$ cat config.mk
export PLATFORM = sky130hd
export DESIGN_NAME = ppu_frame_writer
export DESIGN_NICKNAME = d
export VERILOG_FILES = /design/src/rtl/ppu_frame_writer.sv
export SDC_FILE = /design/constraint.sdc
export NUM_CORES = 1
export LEC_CHECK = 0
export CAP_MARGIN = 20
export CORE_MARGIN = 2
export CORE_UTILIZATION = 31
export DETAILED_ROUTE_END_ITERATION = 12
export GPL_TIMING_DRIVEN = 0
export PLACE_DENSITY = 0.55
export SLEW_MARGIN = 25
export SYNTH_ARGS = -nofsm -noshare
export SYNTH_HDL_FRONTEND = slang
export SYNTH_SLANG_ARGS = --single-unit
$ cat constraint.sdc
create_clock -name clock -period 2.5 [get_ports clock]
set_clock_uncertainty 0.05 [all_clocks]
set_input_delay 0.75 -clock clock [delete_from_list [all_inputs] [get_ports clock]]
set_output_delay 0.75 -clock clock [all_outputs]
set_load 0.02 [all_outputs]
$ cat src/rtl/ppu_frame_writer.sv
// Buffers palette-mapped PPU pixel writes in a show-ahead FIFO and drains them
// into the 160x144 framebuffer over a valid/ready port; flags frame end and drops.
module ppu_frame_writer #(
  parameter int FIFO_DEPTH = 8,
  parameter int SCREEN_W   = 160,
  parameter int SCREEN_H   = 144
) (
  input  logic                          clock,
  input  logic                          reset,
  input  logic [7:0]                    pix_x,
  input  logic [7:0]                    pix_y,
  input  logic [1:0]                    pix_val,
  input  logic                          pix_wren,
  input  logic [7:0]                    bgp,
  input  logic                          overflow_clr,
  output logic [14:0]                   fb_addr,
  output logic [1:0]                    fb_data,
  output logic                          fb_wren,
  input  logic                          fb_ready,
  output logic                          frame_done,
  output logic                          overflow,
  output logic [$clog2(FIFO_DEPTH):0]   fifo_level
);

  localparam int PW = $clog2(FIFO_DEPTH);
  localparam int LW = PW + 1;
  localparam logic [LW-1:0] FULL_LEVEL = LW'(FIFO_DEPTH);
  localparam logic [7:0]    X_LIMIT    = 8'(SCREEN_W);
  localparam logic [7:0]    Y_LIMIT    = 8'(SCREEN_H);
  localparam logic [14:0]   LAST_ADDR  = 15'(SCREEN_W * SCREEN_H - 1);

  typedef enum logic {IDLE, REQ} state_t;

  // Linear address y*160 + x built from shifts so it maps to two adders.
  function automatic logic [14:0] pixel_addr(input logic [7:0] x, input logic [7:0] y);
    logic [14:0] y15;
    y15 = {7'd0, y};
    return (y15 << 7) + (y15 << 5) + {7'd0, x};
  endfunction

  function automatic logic [1:0] palette_shade(input logic [7:0] pal, input logic [1:0] idx);
    return pal[{idx, 1'b0} +: 2];
  endfunction

  state_t         state, state_next;
  logic [PW-1:0]  wr_ptr, rd_ptr;
  logic [LW-1:0]  level, level_next;
  logic [14:0]    addr_mem  [FIFO_DEPTH];
  logic [1:0]     shade_mem [FIFO_DEPTH];

  logic           in_range_p0, full, push, pop, drop;
  logic [14:0]    addr_p0;
  logic [1:0]     shade_p0;

  // ---- stage p0: qualify strobe, map palette, form address ----
  assign in_range_p0 = pix_wren && (pix_x < X_LIMIT) && (pix_y < Y_LIMIT);
  assign addr_p0     = pixel_addr(pix_x, pix_y);
  assign shade_p0    = palette_shade(bgp, pix_val);

  assign full = (level == FULL_LEVEL);
  assign pop  = (state == REQ) && fb_ready;
  assign push = in_range_p0 && (!full || pop);
  assign drop = in_range_p0 && full && !pop;

  always_comb begin
    level_next = level;
    case ({push, pop})
      2'b10:   level_next = level + LW'(1);
      2'b01:   level_next = level - LW'(1);
      default: level_next = level;
    endcase
  end

  // ---- FIFO storage: data only, never reset ----
  always_ff @(posedge clock) begin
    if (push) begin
      addr_mem[wr_ptr]  <= addr_p0;
      shade_mem[wr_ptr] <= shade_p0;
    end
  end

  always_ff @(posedge clock or posedge reset) begin
    if (reset) begin
      wr_ptr     <= '0;
      rd_ptr     <= '0;
      level      <= '0;
      overflow   <= 1'b0;
      frame_done <= 1'b0;
      state      <= IDLE;
    end else begin
      if (push) wr_ptr <= wr_ptr + PW'(1);
      if (pop)  rd_ptr <= rd_ptr + PW'(1);
      level      <= level_next;
      state      <= state_next;
      frame_done <= pop && (addr_mem[rd_ptr] == LAST_ADDR);
      // A drop in the same cycle as a clear keeps the flag set.
      if (drop)              overflow <= 1'b1;
      else if (overflow_clr) overflow <= 1'b0;
    end
  end

  // ---- drain FSM: head entry is presented while in REQ ----
  always_comb begin
    state_next = state;
    case (state)
      IDLE:    if (level != '0) state_next = REQ;
      REQ:     if (pop && (level_next == '0)) state_next = IDLE;
      default: state_next = IDLE;
    endcase
  end

  assign fb_wren    = (state == REQ);
  assign fb_addr    = fb_wren ? addr_mem[rd_ptr]  : '0;
  assign fb_data    = fb_wren ? shade_mem[rd_ptr] : '0;
  assign fifo_level = level;

endmodule

==> results of run 1 <==
-- worst max-delay path, cell delays in order (launching register included) --
cell and delay (ps):
dfrtp_1 370, buf_6 150, buf_6 110, buf_16 120, mux4_2 520, mux2i_4 190
nor2b_1 70, buf_4 160
-- path summary, 6_finish.rpt --
check / startpoint / to / slack [ps] / cells after the start
max in group asynchronous: reset / rd_ptr[1] / 1380 / 2
min reg2reg: overflow / overflow / 510 / 2
min: overflow / overflow / 510 / 2
min in group asynchronous: reset / fb_wren / 640 / 2
max: rd_ptr[1] / fb_addr[13] / -410 / 7
max reg2reg: rd_ptr[1] / frame_done / 200 / 9
-- routing by layer --
layer	part of all wire, %	vias to the layer above	routed length (µm)
li1	-	1672	-
met1	41	1870	5930
met2	53	61	7640
met3	3.7	19	526
met4	1.7	0	243
met5	0	-	0
-- report_power, final --
part           switching (mW)  internal (mW)  total [mW]
clock network           0.960           1.35        2.31
registers               0.172           3.02        3.19
logic                    2.07           2.35        4.42
total                    3.20           6.71        9.92
-- flip-flops by register name, indices dropped and copies added, names as in the netlist --
name and count:
addr_mem 120, shade_mem 16, fifo_level 4, rd_ptr 3, wr_ptr 3, fb_wren 1, frame_done 1, overflow 1
-- cells in the mapped netlist (3+ instances only) --
cell,number,area (µm²)
edfxtp_1,136,4080
mux4_2,34,766
nand2_1,24,90.1
ha_1,19,238
mux2i_1,17,170
nor2b_1,16,100
dfrtp_1,13,325
nor2_1,13,48.8
xnor2_1,11,96.3
a21oi_1,5,25.0
buf_2,5,25.0
inv_1,5,18.8
nor3_1,5,25.0
clkbuf_1,4,15.0
a21o_1,3,22.5
fa_1,3,60.1
nand2b_1,3,18.8
o21ai_1,3,15.0
-- kinds of logic after synthesis --
family,count (synthesis)
XOR/XNOR,12
adder cells (fa/ha/maj),22
buffers and inverters,19
flip-flops,149
AO/OA/AOI/OAI,22
multiplexers,54
AND/OR/NAND/NOR,73
-- repair_timing --
| item | in CTS | in global routing |
|---|---|---|
| setup buffers | 49 | 12 |
| gates resized for setup | 158 | 42 |
| setup endpoints to repair | 213 | 57 |
| pin swaps | 27 | 17 |
| cloned | 3 | 1 |
-- final cells by class --
| class | instances | area [µm²] |
|---|---|---|
| Inverter | 6 | 22.5 |
| Fill cell | 1786 | 11300 |
| Multi-Input combinational cell | 183 | 2420 |
| Sequential cell | 149 | 4410 |
| Clock buffer | 17 | 425 |
| Buffer | 11 | 124 |
| Timing Repair Buffer | 119 | 1160 |
| Tap cell | 270 | 338 |
| Clock inverter | 15 | 114 |
==> out/metrics.csv, run 1 <==
metric;value;unit
status;finished, violations left;
violations;negative setup slack;
grt.busiest_layer;met2;
crit_fanout;5;
setup_viol;33;
syn2layout_area_growth;39.8;%
maxCapViolations;0;
synth_cells;351;
fin_crit;2910;ps
yosysWarnings;0;
ant_nets;0;
syn_area;6440;µm²
ios;55;
coreArea;20300;µm²
drt_wl_total;14300;µm
wl_per_cell;18.6;µm
track_usage;13.9;%
p_per_area;1100;nW/µm²
viasPerCell;4.70;
drc;0;
final_cell_area;9010;µm²
start_util;31.7;%
rows;52;
cts_hold_buf;0;
gp_congestion;0.740;
grt_util_met2;24.4;%
cts_max_level;4;
placedCellCount;677;
synthMuxAreaShare;15.5;%
clockBufferDepth;2;
synth.avg_cell_area;18.4;µm²
final_util;44.4;%
setup_ws;-410;ps
dp_slack;-1160;ps
slew_viol_final;0;
fin_tns_setup;-7530;ps
grt_max_degree;18;
crit_type;reg2out;
drive_above_1_share;45.4;%
clock.fmax;0.344;GHz
relSlewSlack;56.9;%
use_met1;16.4;%
hold_slack;512;ps
critPathRequiredTime;1700;ps
yosysSeqAreaShare;68.4;%
gr-usage-met3;3.53;%
p_leak;3.19;nW
critPathCaptureType;primary output;
fin_cells;770;
arrival;2110;ps
cts_buffers;17;
place_hpwl;8840;µm
min_period_over_period;116;%
numClockSinks;149;
final_cell_mix;edfxtp_1, buf_4, mux4_2;
die_h;148;µm
synth-seq-cells;149;
clk_pin_slew_worst_paths;60;ps
total_power;9.92;mW
grt_pass1_wl;22000;µm
cts-root-buf;clkbuf_16;
die_x;148;µm
yosys.area_share.adder;4.62;%
grt_pass1_vias;3924;
worstMarginPinSlew;642;ps
cp-start-kind;flip-flop;
die_area;22000;µm²
final_common_cell;edfxtp_1;
synthFlopType;edfxtp_1;
dpl-instance-area;7530;µm²
synth_nets;404;
synth_edf_count;136;
peakVddDrop;525;µV
grt_setup_unrepaired;yes;
min_path_type;reg2reg;
synth_cell_types;42;
antenna_cells;0;
hold_viol;0;
cts_tree;done;
grt_antenna_before_repair;0;
async_flop_share;8.72;%
vias;3622;
synth_top_family_by_area;multiplexers;
clk_latency;420;ps
firstDrtPassIters;4;
drtIter0Drc;169;
numPortBuffers;54;
yosys.area_share.simple;5.83;%
nets;540;
grt-ovfl-total;0;
synth-compound-area-share;2.29;%
synth_xor_area_share;1.63;%
No activity file was read; power rests on OpenSTA's default activity.
==> inputs of run 2 (changes only) <==
--- a/config.mk
+++ b/config.mk
@@ -9,7 +9,6 @@
 export CORE_MARGIN = 2
 export CORE_UTILIZATION = 31
 export DETAILED_ROUTE_END_ITERATION = 12
-export GPL_TIMING_DRIVEN = 0
 export PLACE_DENSITY = 0.55
 export SLEW_MARGIN = 25
 export SYNTH_ARGS = -nofsm -noshare
==> run 2 against run 1 <==
  * Sequential power about the same
  * Register-to-register slack got worse by 20 ps
  * Design area increased by 0.57%
  * Worst setup slack improved by 79 ps
  * Sequential share of layout area decreased by 0.25 points
  * Utilization increased by 0.25 points
  * Flip-flop and latch count unchanged
  * Maximum frequency increased by 2.8%
  * The run still ends with negative setup slack left
  * Combinational power decreased by 2%
  * Largest cell class unchanged
  * Clock power increased by 5%
==> out/metrics.csv, run 2 (synthesis results as in run 1) <==
metric;value;unit;change
drtIter0Drc;185;;+9.5%
vias;3765;;+3.9%
grt_pass1_vias;4087;;+4.2%
viasPerCell;4.75;;+0.93%
place_hpwl;9970;µm;+13%
hp-start;overflow;;
ant_nets;0;;unchanged
crit_fanout;7;;+2
peakVddDrop;470;µV;-10%
critPathRequiredTime;1700;ps;about the same
drive_above_1_share;47.6;%;+2.2 points
critPathCaptureType;primary output;;
die_h;148;µm;unchanged
critical_path.slowest_cell;dfrtp_2;;
crit_type;reg2out;;
nets;563;;+4.3%
cp-start-kind;flip-flop;;
worstMarginPinSlew;598;ps;-43.3 ps
clock.fmax;0.353;GHz;+2.8%
setup_viol;33;;unchanged
path_buf_inv;4;;unchanged
worstHoldPathCells;2;;unchanged
ios;55;;unchanged
dp_slack;-1010;ps;+149 ps
antenna_cells;0;;unchanged
largest_register_ffs;120;;unchanged
final_common_cell;edfxtp_1;;
min_period_over_period;113;%;-3.2 points
worstHoldEndpoint;overflow;;
grt-ovfl-total;0;;unchanged
start_util;31.7;%;unchanged
wl_per_cell;18.9;µm;+1.4%
relSlewSlack;60.1;%;+3.2 points
placedCellCount;739;;+9.2%
die_x;148;µm;unchanged
grt_antenna_before_repair;0;;unchanged
total_power;9.98;mW;+0.60%
slew_viol_final;0;;unchanged
clockBufferDepth;2;;unchanged
crit_path_frequent_cell;buf_4;;
violations;negative setup slack;;
p_leak;3.26;nW;+2.1%
top_register;addr_mem;;
min_path_type;reg2reg;;
clk_pin_slew_worst_paths;60;ps;about the same
numClockSinks;149;;unchanged
track_usage;14.7;%;+0.80 points
final_cell_mix;edfxtp_1, buf_4, mux4_2;;
numPortBuffers;54;;unchanged
cts_max_level;4;;unchanged
grt_setup_unrepaired;yes;;
clk_latency;420;ps;about the same
fin_cells;793;;+3.0%
grt_max_degree;19;;+1
arrival;2030;ps;-80 ps
firstDrtPassIters;4;;unchanged
drt_wl_total;15000;µm;+4.4%
r2r_slack;180;ps;-20 ps
worstReg2RegStart;rd_ptr[1];;
setup_ws;-331;ps;+78.9 ps
syn2layout_area_growth;40.6;%;
die_area;22000;µm²;unchanged
r2r_cells;9;;unchanged
rows;52;;unchanged
critPathTopFamily;buffers and inverters;;
hold_slack;499;ps;-13.2 ps
maxCapViolations;0;;unchanged
gp_congestion;0.742;;+0.26%
drc;0;;unchanged
fin_crit;2830;ps;-78.9 ps
cp_slowest_stage_delay;450;ps;-70 ps
fin_tns_setup;-5400;ps;+2130 ps
p_per_area;1100;nW/µm²;about the same
crit_chain;buf_12 -> buf_4 -> buf_16 -> mux4_2 -> mux2i_2 -> nor2b_1 -> buf_4;;
status;finished, violations left;;
grt_pass1_wl;23500;µm;+6.5%
cts_buffers;17;;unchanged
cts_tree;done;;
coreArea;20300;µm²;unchanged
hold_viol;0;;unchanged
cts-root-buf;clkbuf_16;;
r2r_end;frame_done;;
## run 2: changes by cell type in the layout (fill, tap and decap cells not counted), sizes merged
cell / delta
clkdlybuf4s50: +2
clkbuf: -9
dlygate4sd2: +4
dlymetal6s2s: -2
clkdlybuf4s15: +2
clkinv: +1
clkinvlp: -3
buf: +27
bufinv: +1
## run 2: repair_timing
action / in CTS / in global routing
resized for setup: 147 / 25
gates cloned: 3 / 1
buffers inserted: 17 / 5
hold buffers: 0 / 0
pin swaps: 24 / 10
setup endpoints to repair: 211 / 89
## run 2: layer usage
| metal | vias to the layer above | share of wire (%) | global-route usage [%] |
|---|---|---|---|
| li1 | 1712 | - | - |
| met1 | 1947 | 41 | 17.9 |
| met2 | 86 | 52 | 25.3 |
| met3 | 20 | 4.5 | 3.83 |
| met4 | 0 | 1.7 | 5.19 |
| met5 | - | 0 | 0 |
## run 2: area by class of cell
| cell class | count | area [µm²] |
|---|---|---|
| Tap cell | 270 | 338 |
| Clock inverter | 14 | 135 |
| Inverter | 6 | 22.5 |
| Fill cell | 1804 | 11200 |
| Sequential cell | 149 | 4410 |
| Clock buffer | 18 | 429 |
| Multi-Input combinational cell | 183 | 2370 |
| Timing Repair Buffer | 153 | 1350 |
## run 2: worst max-delay path by stage
| stage | from | end | slack [ps] | cells after the start |
|---|---|---|---|---|
| floorplan | pix_y[2] | addr_mem[0][14] | -370 | 7 |
| global placement | pix_y[2] | addr_mem[5][14] | -920 | 8 |
| detailed placement | pix_y[0] | addr_mem[7][14] | -1010 | 8 |
| CTS | rd_ptr[1] | fb_addr[0] | -390 | 6 |
| global route | rd_ptr[1] | fb_addr[10] | -420 | 6 |
| finish | rd_ptr[1] | fb_addr[3] | -330 | 7 |
## run 2: worst min-delay path, stage by stage, from the launching register on
cell and delay, ps:
dfrtp_1 380, inv_1 50, o32ai_1 70
## run 2: stage by stage
step	cell area, µm²	util [%]
finish	9060	44.6
global route	9060	44.6
CTS	8960	44.1
detailed placement	8020	39.5
global placement	8020	39.5
floorplan	6600	-
## run 2: power breakdown
part	switching, mW	internal [mW]
Clock	0.979	1.45
Sequential	0.193	3.03
Combinational	2.03	2.30
==> inputs of run 3 (changes only) <==
--- a/config.mk
+++ b/config.mk
@@ -9,6 +9,7 @@
 export CORE_MARGIN = 2
 export CORE_UTILIZATION = 31
 export DETAILED_ROUTE_END_ITERATION = 12
+export GPL_ROUTABILITY_DRIVEN = 0
 export PLACE_DENSITY = 0.55
 export SLEW_MARGIN = 25
 export SYNTH_ARGS = -nofsm -noshare
==> results of run 3 <==
Final layout, timing and power as in run 2 (identical DEF).
